==> src/rtl/sqrt_significand_unit.sv <==
// Sequential radix-2 restoring square root for the double-precision
// significand. One result bit per cycle, 53 iterations, truncated result.
module sqrt_significand_unit #(
    parameter int unsigned FRAC_W = 52,
    parameter int unsigned EXP_W  = 11
) (
    input  logic              clk,
    input  logic              rst,
    input  logic              start,
    input  logic [FRAC_W-1:0] frac_in,
    input  logic              exp_odd,
    input  logic [EXP_W-1:0]  exp_in,
    output logic              busy,
    output logic              done,
    output logic [FRAC_W-1:0] frac_out,
    output logic [EXP_W-1:0]  exp_out,
    output logic              inexact
);

    localparam int unsigned MW = FRAC_W + 2;      // doubled significand width
    localparam int unsigned XW = 2 * FRAC_W + 2;  // radicand width
    localparam int unsigned QW = FRAC_W + 1;      // root width
    localparam int unsigned RW = FRAC_W + 4;      // partial remainder width
    localparam int unsigned CW = $clog2(FRAC_W + 1);

    typedef enum logic [1:0] {
        IDLE = 2'd0,
        CALC = 2'd1,
        DONE = 2'd2
    } state_t;

    state_t          state, state_nx;
    logic [XW-1:0]   x_sr;
    logic [RW-1:0]   rem;
    logic [QW-1:0]   q;
    logic [CW-1:0]   cnt;
    logic [EXP_W-1:0] exp_lat;

    logic            accept;
    logic [MW-1:0]   m;
    logic [RW-1:0]   rem_sh;
    logic [RW-1:0]   dvs;
    logic [RW:0]     trial;
    logic            q_bit;
    logic [RW-1:0]   rem_nx;
    logic [QW-1:0]   q_nx;

    // Next-state decode; a start is honoured in IDLE and in the DONE cycle.
    always_comb begin
        state_nx = state;
        accept   = 1'b0;
        case (state)
            IDLE: begin
                if (start) begin
                    state_nx = CALC;
                    accept   = 1'b1;
                end
            end
            CALC: begin
                if (cnt == '0) state_nx = DONE;
            end
            DONE: begin
                if (start) begin
                    state_nx = CALC;
                    accept   = 1'b1;
                end else begin
                    state_nx = IDLE;
                end
            end
            default: state_nx = IDLE;
        endcase
    end

    assign busy = (state == CALC);
    assign done = (state == DONE);

    // One restoring step: bring in the next radicand bit pair and try
    // subtracting 4*Q+1; a non-negative trial sets the next root bit.
    always_comb begin
        m      = exp_odd ? {1'b1, frac_in, 1'b0} : {1'b0, 1'b1, frac_in};
        rem_sh = (rem << 2) | RW'(x_sr[XW-1 -: 2]);
        dvs    = RW'({q, 2'b01});
        trial  = {1'b0, rem_sh} - {1'b0, dvs};
        q_bit  = ~trial[RW];
        rem_nx = q_bit ? trial[RW-1:0] : rem_sh;
        q_nx   = {q[QW-2:0], q_bit};
    end

    // State register, iteration datapath and result capture.
    always_ff @(posedge clk) begin
        if (rst) begin
            state    <= IDLE;
            x_sr     <= '0;
            rem      <= '0;
            q        <= '0;
            cnt      <= '0;
            exp_lat  <= '0;
            frac_out <= '0;
            exp_out  <= '0;
            inexact  <= 1'b0;
        end else begin
            state <= state_nx;
            if (accept) begin
                x_sr    <= {m, {FRAC_W{1'b0}}};
                rem     <= '0;
                q       <= '0;
                cnt     <= CW'(FRAC_W);
                exp_lat <= exp_in;
            end else if (state == CALC) begin
                x_sr <= x_sr << 2;
                rem  <= rem_nx;
                q    <= q_nx;
                cnt  <= cnt - 1'b1;
                if (cnt == '0) begin
                    frac_out <= q_nx[FRAC_W-1:0];
                    exp_out  <= exp_lat;
                    inexact  <= (rem_nx != '0);
                end
            end
        end
    end

endmodule

==> config.mk <==
export PLATFORM = sky130hd
export DESIGN_NAME = sqrt_significand_unit
export DESIGN_NICKNAME = d
export VERILOG_FILES = /design/src/rtl/sqrt_significand_unit.sv
export SDC_FILE = /design/constraint.sdc
export NUM_CORES = 1
export LEC_CHECK = 0
export BUFFER_PORTS_ARGS = -buffer_cell sky130_fd_sc_hd__buf_2
export CAP_MARGIN = 20
export CELL_PAD_IN_SITES_DETAIL_PLACEMENT = 1
export CELL_PAD_IN_SITES_GLOBAL_PLACEMENT = 1
export CORE_ASPECT_RATIO = 0.8
export CORE_MARGIN = 8
export CORE_UTILIZATION = 35
export CTS_CLUSTER_DIAMETER = 80
export DETAILED_ROUTE_END_ITERATION = 8
export MAX_ROUTING_LAYER = met4
export PLACE_DENSITY = 0.69
export SLEW_MARGIN = 15
export SYNTH_ARGS = -nofsm -noshare
export SYNTH_HDL_FRONTEND = slang
export SYNTH_SLANG_ARGS = --single-unit
==> constraint.sdc <==
create_clock -name clk -period 5 [get_ports clk]
set_input_delay 0.25 -clock clk [delete_from_list [all_inputs] [get_ports clk]]
set_output_delay 0.25 -clock clk [all_outputs]
set_load 0.01 [all_outputs]
==> out/qor.yml, run 1 <==
async_flop_share_pct: 0
critPathKind: "flop to flop"
ctsRootBufferMaster: "clkbuf_16"
yosys-top-cells-area: "dfxtp_1, nand2_1, a21oi_1, a311oi_1, ha_1"
placed_area_sq_um: 14700
slew_violations: 0
wl_microns: 48000
ios: 133
grtUsageTotal_pct: 21.0
synth_simple_gate_area_share_pct: 24.5
cts_resized: 0
final_cell_area_sq_um: 15800
drc: 0
tightestPinTransition_ns: 0.891
setup_slack_ns: 0.430
postSynthAreaPerCell_sq_um: 7.33
arrival_ns: 5.01
post-cts-setup-buffers: 0
htree_levels: 1
ys_ff_latch: 244
syn_inst: 1869
die_h_microns: 193
crit_family: "compound AO/OA/AOI/OAI gates"
outcome: "completed"
p_leak_nw: 5.99
worstPathCellList: "inv_1 -> ha_1 -> a21oi_1 -> o21ai_0 -> a22oi_1 -> a21boi_1 -> o41ai_1 -> nand2_2 -> buf_4 -> nor3_1 -> o221ai_1 -> a2111oi_0 -> and4bb_1 -> a21oi_1"
hold_violations: 0
start_util_pct: 35.6
worstPathRequired_ns: 5.44
clockBufferDepth: 3
synth.cell_area_sq_um: 13700
relSlewSlack_pct: 40.6
drt-wirelength-per-cell_microns: 19.6
synth_top_area_share_pct: 35.7
crit_fanout: 19
grt.overflow.total: 0
rr_worst_depth: 14
fin_util_pct: 41.1
antenna_found_initial: 1
setup_violations: 0
powerDensity_nw_per_um2: 467
critPathLaunch: "q[7]"
port_buffers: 132
cp_slowest_cell: "o41ai_1"
fin_crit_ns: 4.57
die_area_sq_um: 45800
p_total_w: 0.00739
drive_above_1_share_pct: 11.2
grt_pass1_wl_microns: 77100
layout.area.seq_sq_um: 4880
finalSetupTns_ns: 0
ant_nets: 0
hp-class: "input pin to flop"
ys_types: 66
endpoint_kind: "flop"
yosysMostFrequentCell: "nand2_1"
synth_edf_count: 0
cts_buffers: 27
synth_compound_area_share_pct: 24.8
cpMostUsedCell: "a21oi_1"
tritoncts: "built"
clk_pin_slew_ns: 0.07
synthToLayoutAreaGrowth_pct: 15.4
via_per_inst: 5.55
worst-path-stages: 14
synth_largest_area_cell: "dfxtp_1"
r2r_start: "q[7]"
rows: 64
synth_top_family_by_area: "compound AO/OA/AOI/OAI gates"
critPathLaunchType: "flop"
yosysWarnings: 0
first_pass_iters: 5
fin_skew_ns: 0.0173
cp_num_buf_inv: 2
grt_max_degree: 182
core_area_sq_um: 38400
dp_slack_ns: 0.499
ir_worst_vdd_mv: 0.238
clk_latency_ns: 0.56
place_congestion: 0.938
clock-sinks: 244
initialDrtViolationCount: 847
fmax_ghz: 0.219
multi_input_area_sq_um: 8080
synth_xor_area_share_pct: 3.39
grt_pass1_vias: 13700
yosys-top-cells-count: "nand2_1, dfxtp_1, a21oi_1"
synthMuxAreaShare_pct: 0.959
fin_crit_sh_pct: 91.4
final.fill_count: 4751
route.vias.total: 13600
ys.flop_type: "dfxtp_1"
regToRegEndpoint: "inexact"
crit_end: "inexact"
rsz0062_at_grt: "no"
cpPeakStageDelay_ns: 0.63
syn_nets: 1992
drv_cap: 0
fp.dieW_microns: 237
synth-adder-area-share_pct: 5.12
r2r_slack_ns: 0.43
dp_hpwl_microns: 34900
finalNetCount: 2051
ys_seq_area_share_pct: 35.7
==> flip-flops by register name, summed over array words and instances, names as in the netlist <==
register  flops
rem          54
x_sr         54
q            53
frac_out     52
exp_lat      11
exp_out      11
cnt           6
state         2
inexact       1
==> worst min path at each step <==
stage | startpoint | to | slack [ns] | cells after the start
CTS | frac_in[14] | x_sr[67] | 0.09 | 3
floorplan | exp_in[0] | exp_lat[0] | 0.39 | 2
detailed placement | frac_out[51] | frac_out[51] | 0.44 | 2
global route | frac_in[26] | x_sr[79] | 0.12 | 3
finish | frac_in[1] | x_sr[53] | 0.11 | 5
global placement | exp_out[5] | exp_out[5] | 0.44 | 2
==> worst register-to-register path, cell delays in order, from the launching register on <==
cell       delay [ns]
dfxtp_1          0.39
inv_1            0.08
ha_1             0.36
a21oi_1          0.30
o21ai_0          0.19
a22oi_1          0.31
a21boi_1         0.18
o41ai_1          0.63
nand2_2          0.44
buf_4            0.32
nor3_1           0.27
o221ai_1         0.19
a2111oi_0        0.47
and4bb_1         0.28
a21oi_1          0.06
==> where the power goes <==
part           internal, W  total, W  switching, W
logic              0.00102   0.00301       0.00199
clock network      0.00136   0.00223      0.000873
registers          0.00205   0.00215     0.0000975
total              0.00442   0.00739       0.00296
==> repair_timing <==
| item | 4_1_cts | 5_1_grt |
|---|---|---|
| hold buffers | 12 | 0 |
| endpoints found under the setup margin | 0 | 0 |
| endpoints found under the hold margin | 12 | 0 |
==> cell families (layout without fill, tap and decap cells) <==
| kind of cell | Yosys count | after routing |
|---|---|---|
| simple gates | 780 | 780 |
| mux | 13 | 13 |
| fa+ha+maj | 56 | 56 |
| flops | 244 | 244 |
| other cells | 0 | 1 |
| compound gates | 522 | 522 |
| xor+xnor | 53 | 53 |
| buf+inv | 201 | 281 |
==> layout by cell type (no fill, tap or decap), types with 6 or more instances in the layout <==
master / n
a21o_1: 19
buf_4: 17
nor3_1: 24
dfxtp_1: 244
nor2b_1: 56
clkbuf_8: 7
ha_1: 56
o211ai_1: 16
clkbuf_16: 27
a211oi_1: 73
xor2_1: 24
buf_2: 131
xnor2_1: 29
nand4_1: 20
or3_1: 6
o21bai_1: 7
nand2_1: 484
a21oi_1: 209
dlygate4sd3_1: 12
a31oi_1: 12
o21ai_0: 50
o21ai_1: 7
and3_1: 8
o21a_1: 7
nand3_1: 16
a311oi_1: 80
inv_1: 68
nand2b_1: 8
mux2i_1: 12
nor2_1: 119
nor4_1: 13
==> cell type report <==
type                            instances  area share [%]
Tap cell                              495            3.92
Clock inverter                         15            1.43
Multi-Input combinational cell       1424            51.2
Antenna cell                            1          0.0158
Clock buffer                           35            4.91
Sequential cell                       244            30.9
Inverter                               69            1.67
Timing Repair Buffer                  162            5.97
==> stage by stage <==
step	std cells	hold slack, ns
after floorplan	1869	0.386
after global placement	2381	0.438
after detailed placement	2381	0.445
after CTS	2443	0.0943
after global routing	2445	0.119
final	2445	0.114
==> metal layers <==
| layer | wire length, microns | track usage, % | share of wire (%) | up-vias |
|---|---|---|---|---|
| met5 | 0 | - | 0 | - |
| met4 | 901 | 4.18 | 1.9 | 0 |
| met3 | 2040 | 3.27 | 4.3 | 57 |
| met2 | 21600 | 32.9 | 45 | 249 |
| met1 | 23400 | 28.6 | 49 | 6600 |
| li1 | - | - | - | 6657 |
Note: power is estimated with default switching activity, not from simulation.
==> run 2: changes to the inputs <==
PLACE_DENSITY = 0.71   (was 0.69)
SLEW_MARGIN = default   (was 15)
==> out/qor.yml, run 2 (synthesis gave the netlist of run 1 again) <==
grt.overflow.total: 0
placed_area_sq_um: 14700
ios: 133
reg.largest.list: "rem: 54 flops, x_sr: 54 flops, q: 53 flops"
ir_worst_vdd_mv: 0.238
synthToLayoutAreaGrowth_pct: 15.2
diodes: 0
p_leak_nw: 5.97
hold_violations: 0
ctsRootBufferMaster: "clkbuf_16"
clock-sinks: 244
htree_levels: 1
relSlewSlack_pct: 35.3
critPathKind: "flop to flop"
clockBufferDepth: 3
r2r_slack_ns: 0.39
grtUsageTotal_pct: 20.7
clk_pin_slew_ns: 0.08
powerDensity_nw_per_um2: 465
drc: 0
final_cell_area_sq_um: 15800
antenna_found_initial: 0
port_buffers: 132
grt_max_degree: 112
slew_violations: 0
worstPathRequired_ns: 5.45
final_cell_mix: "nand2_1, dfxtp_1, a21oi_1, buf_2, nor2_1"
finalSetupTns_ns: 0
fin_crit_ns: 4.61
final.fill_count: 4758
drive_above_1_share_pct: 11.3
rows: 64
outcome: "completed"
crit_fanout: 19
setup_violations: 0
fp.dieW_microns: 237
fin_crit_sh_pct: 92.3
core_area_sq_um: 38400
grt_pass1_vias: 13600
die_area_sq_um: 45800
first_pass_iters: 5
die_h_microns: 193
rsz0062_at_grt: "no"
endpoint_kind: "flop"
critPathLaunchType: "flop"
ant_nets: 0
final_common_cell: "nand2_1"
arrival_ns: 5.06
initialDrtViolationCount: 1026
tightestPinTransition_ns: 0.971
fmax_ghz: 0.217
via_per_inst: 5.58
start_util_pct: 35.6
dp_hpwl_microns: 34200
wl_microns: 47600
tritoncts: "built"
fin_skew_ns: 0.0210
post-cts-setup-buffers: 0
cts_buffers: 27
drt-wirelength-per-cell_microns: 19.5
place_congestion: 0.911
route.vias.total: 13600
hp-class: "input pin to flop"
drv_cap: 0
grt_pass1_wl_microns: 76000
finalNetCount: 2052
clk_latency_ns: 0.56
[run 2: changes by cell type in the layout (fill, tap and decap cells not counted), sizes merged]
cell      before  now
inv           71   72
clkinvlp       3    8
clkbuf        35   29
buf          150  151
diode          1    0
[run 2: path summary, 6_finish.rpt]
path                     end  cells past startpoint         from
setup reg to reg     inexact                     13         q[7]
hold reg to reg   exp_out[9]                      2   exp_out[9]
hold / removal     x_sr[104]                      3  frac_in[51]
setup / recovery     inexact                     13         q[7]
[run 2: critical path: stages, from the launching register on]
cell	delay, ns
dfxtp_1	0.37
inv_1	0.07
ha_1	0.36
a21oi_1	0.31
o21ai_0	0.19
a22oi_1	0.40
a21boi_1	0.16
o41ai_1	0.71
nand2_2	0.44
or4_1	0.56
o41a_1	0.13
a2111oi_0	0.45
and4bb_1	0.26
a21oi_1	0.06
[run 2: per-stage QoR]
step           std cells  utilization (%)  hold slack [ns]  setup WS [ns]  total power (W)
2_1_floorplan       1869                -            0.386           1.67          0.00425
4_1_cts             2444             41.0           0.0922          0.422          0.00736
3_3_place_gp        2382             38.1            0.435          0.693          0.00508
6_report            2445             41.0            0.111          0.387          0.00734
3_5_place_dp        2382             38.1            0.445          0.420          0.00512
5_1_grt             2445             41.0            0.121         0.0369          0.00777
[run 2: layout make-up]
class / count / area, sq um / area share [%]
multi-input combinational: 1424 / 8090 / 51.2
timing repair buffer: 163 / 946 / 6.00
sequential: 244 / 4880 / 31.0
tap: 495 / 619 / 3.93
clock buffer: 29 / 703 / 4.46
clock inverter: 21 / 275 / 1.74
inverter: 69 / 264 / 1.67
[run 2: repair_timing]
item                       4_1_cts  5_1_grt
setup endpoints to repair        0        1
hold endpoints to repair        12        0
gates resized for setup          0        1
hold buffers                    12        0
[run 2: per-layer routing]
metal | global-route usage [%] | vias up | wire (microns)
met5 | - | - | 0
li1 | - | 6669 | -
met1 | 28.6 | 6649 | 23400
met4 | 4.46 | 0 | 1040
met2 | 32.2 | 251 | 21400
met3 | 2.44 | 63 | 1780
[run 2: power by group]
group | switching (W) | internal (W) | total [W]
sequential | 0.0000956 | 0.00205 | 0.00214
clock | 0.000916 | 0.00129 | 0.00221
combinational | 0.00198 | 0.00101 | 0.00299
total | 0.00299 | 0.00435 | 0.00734
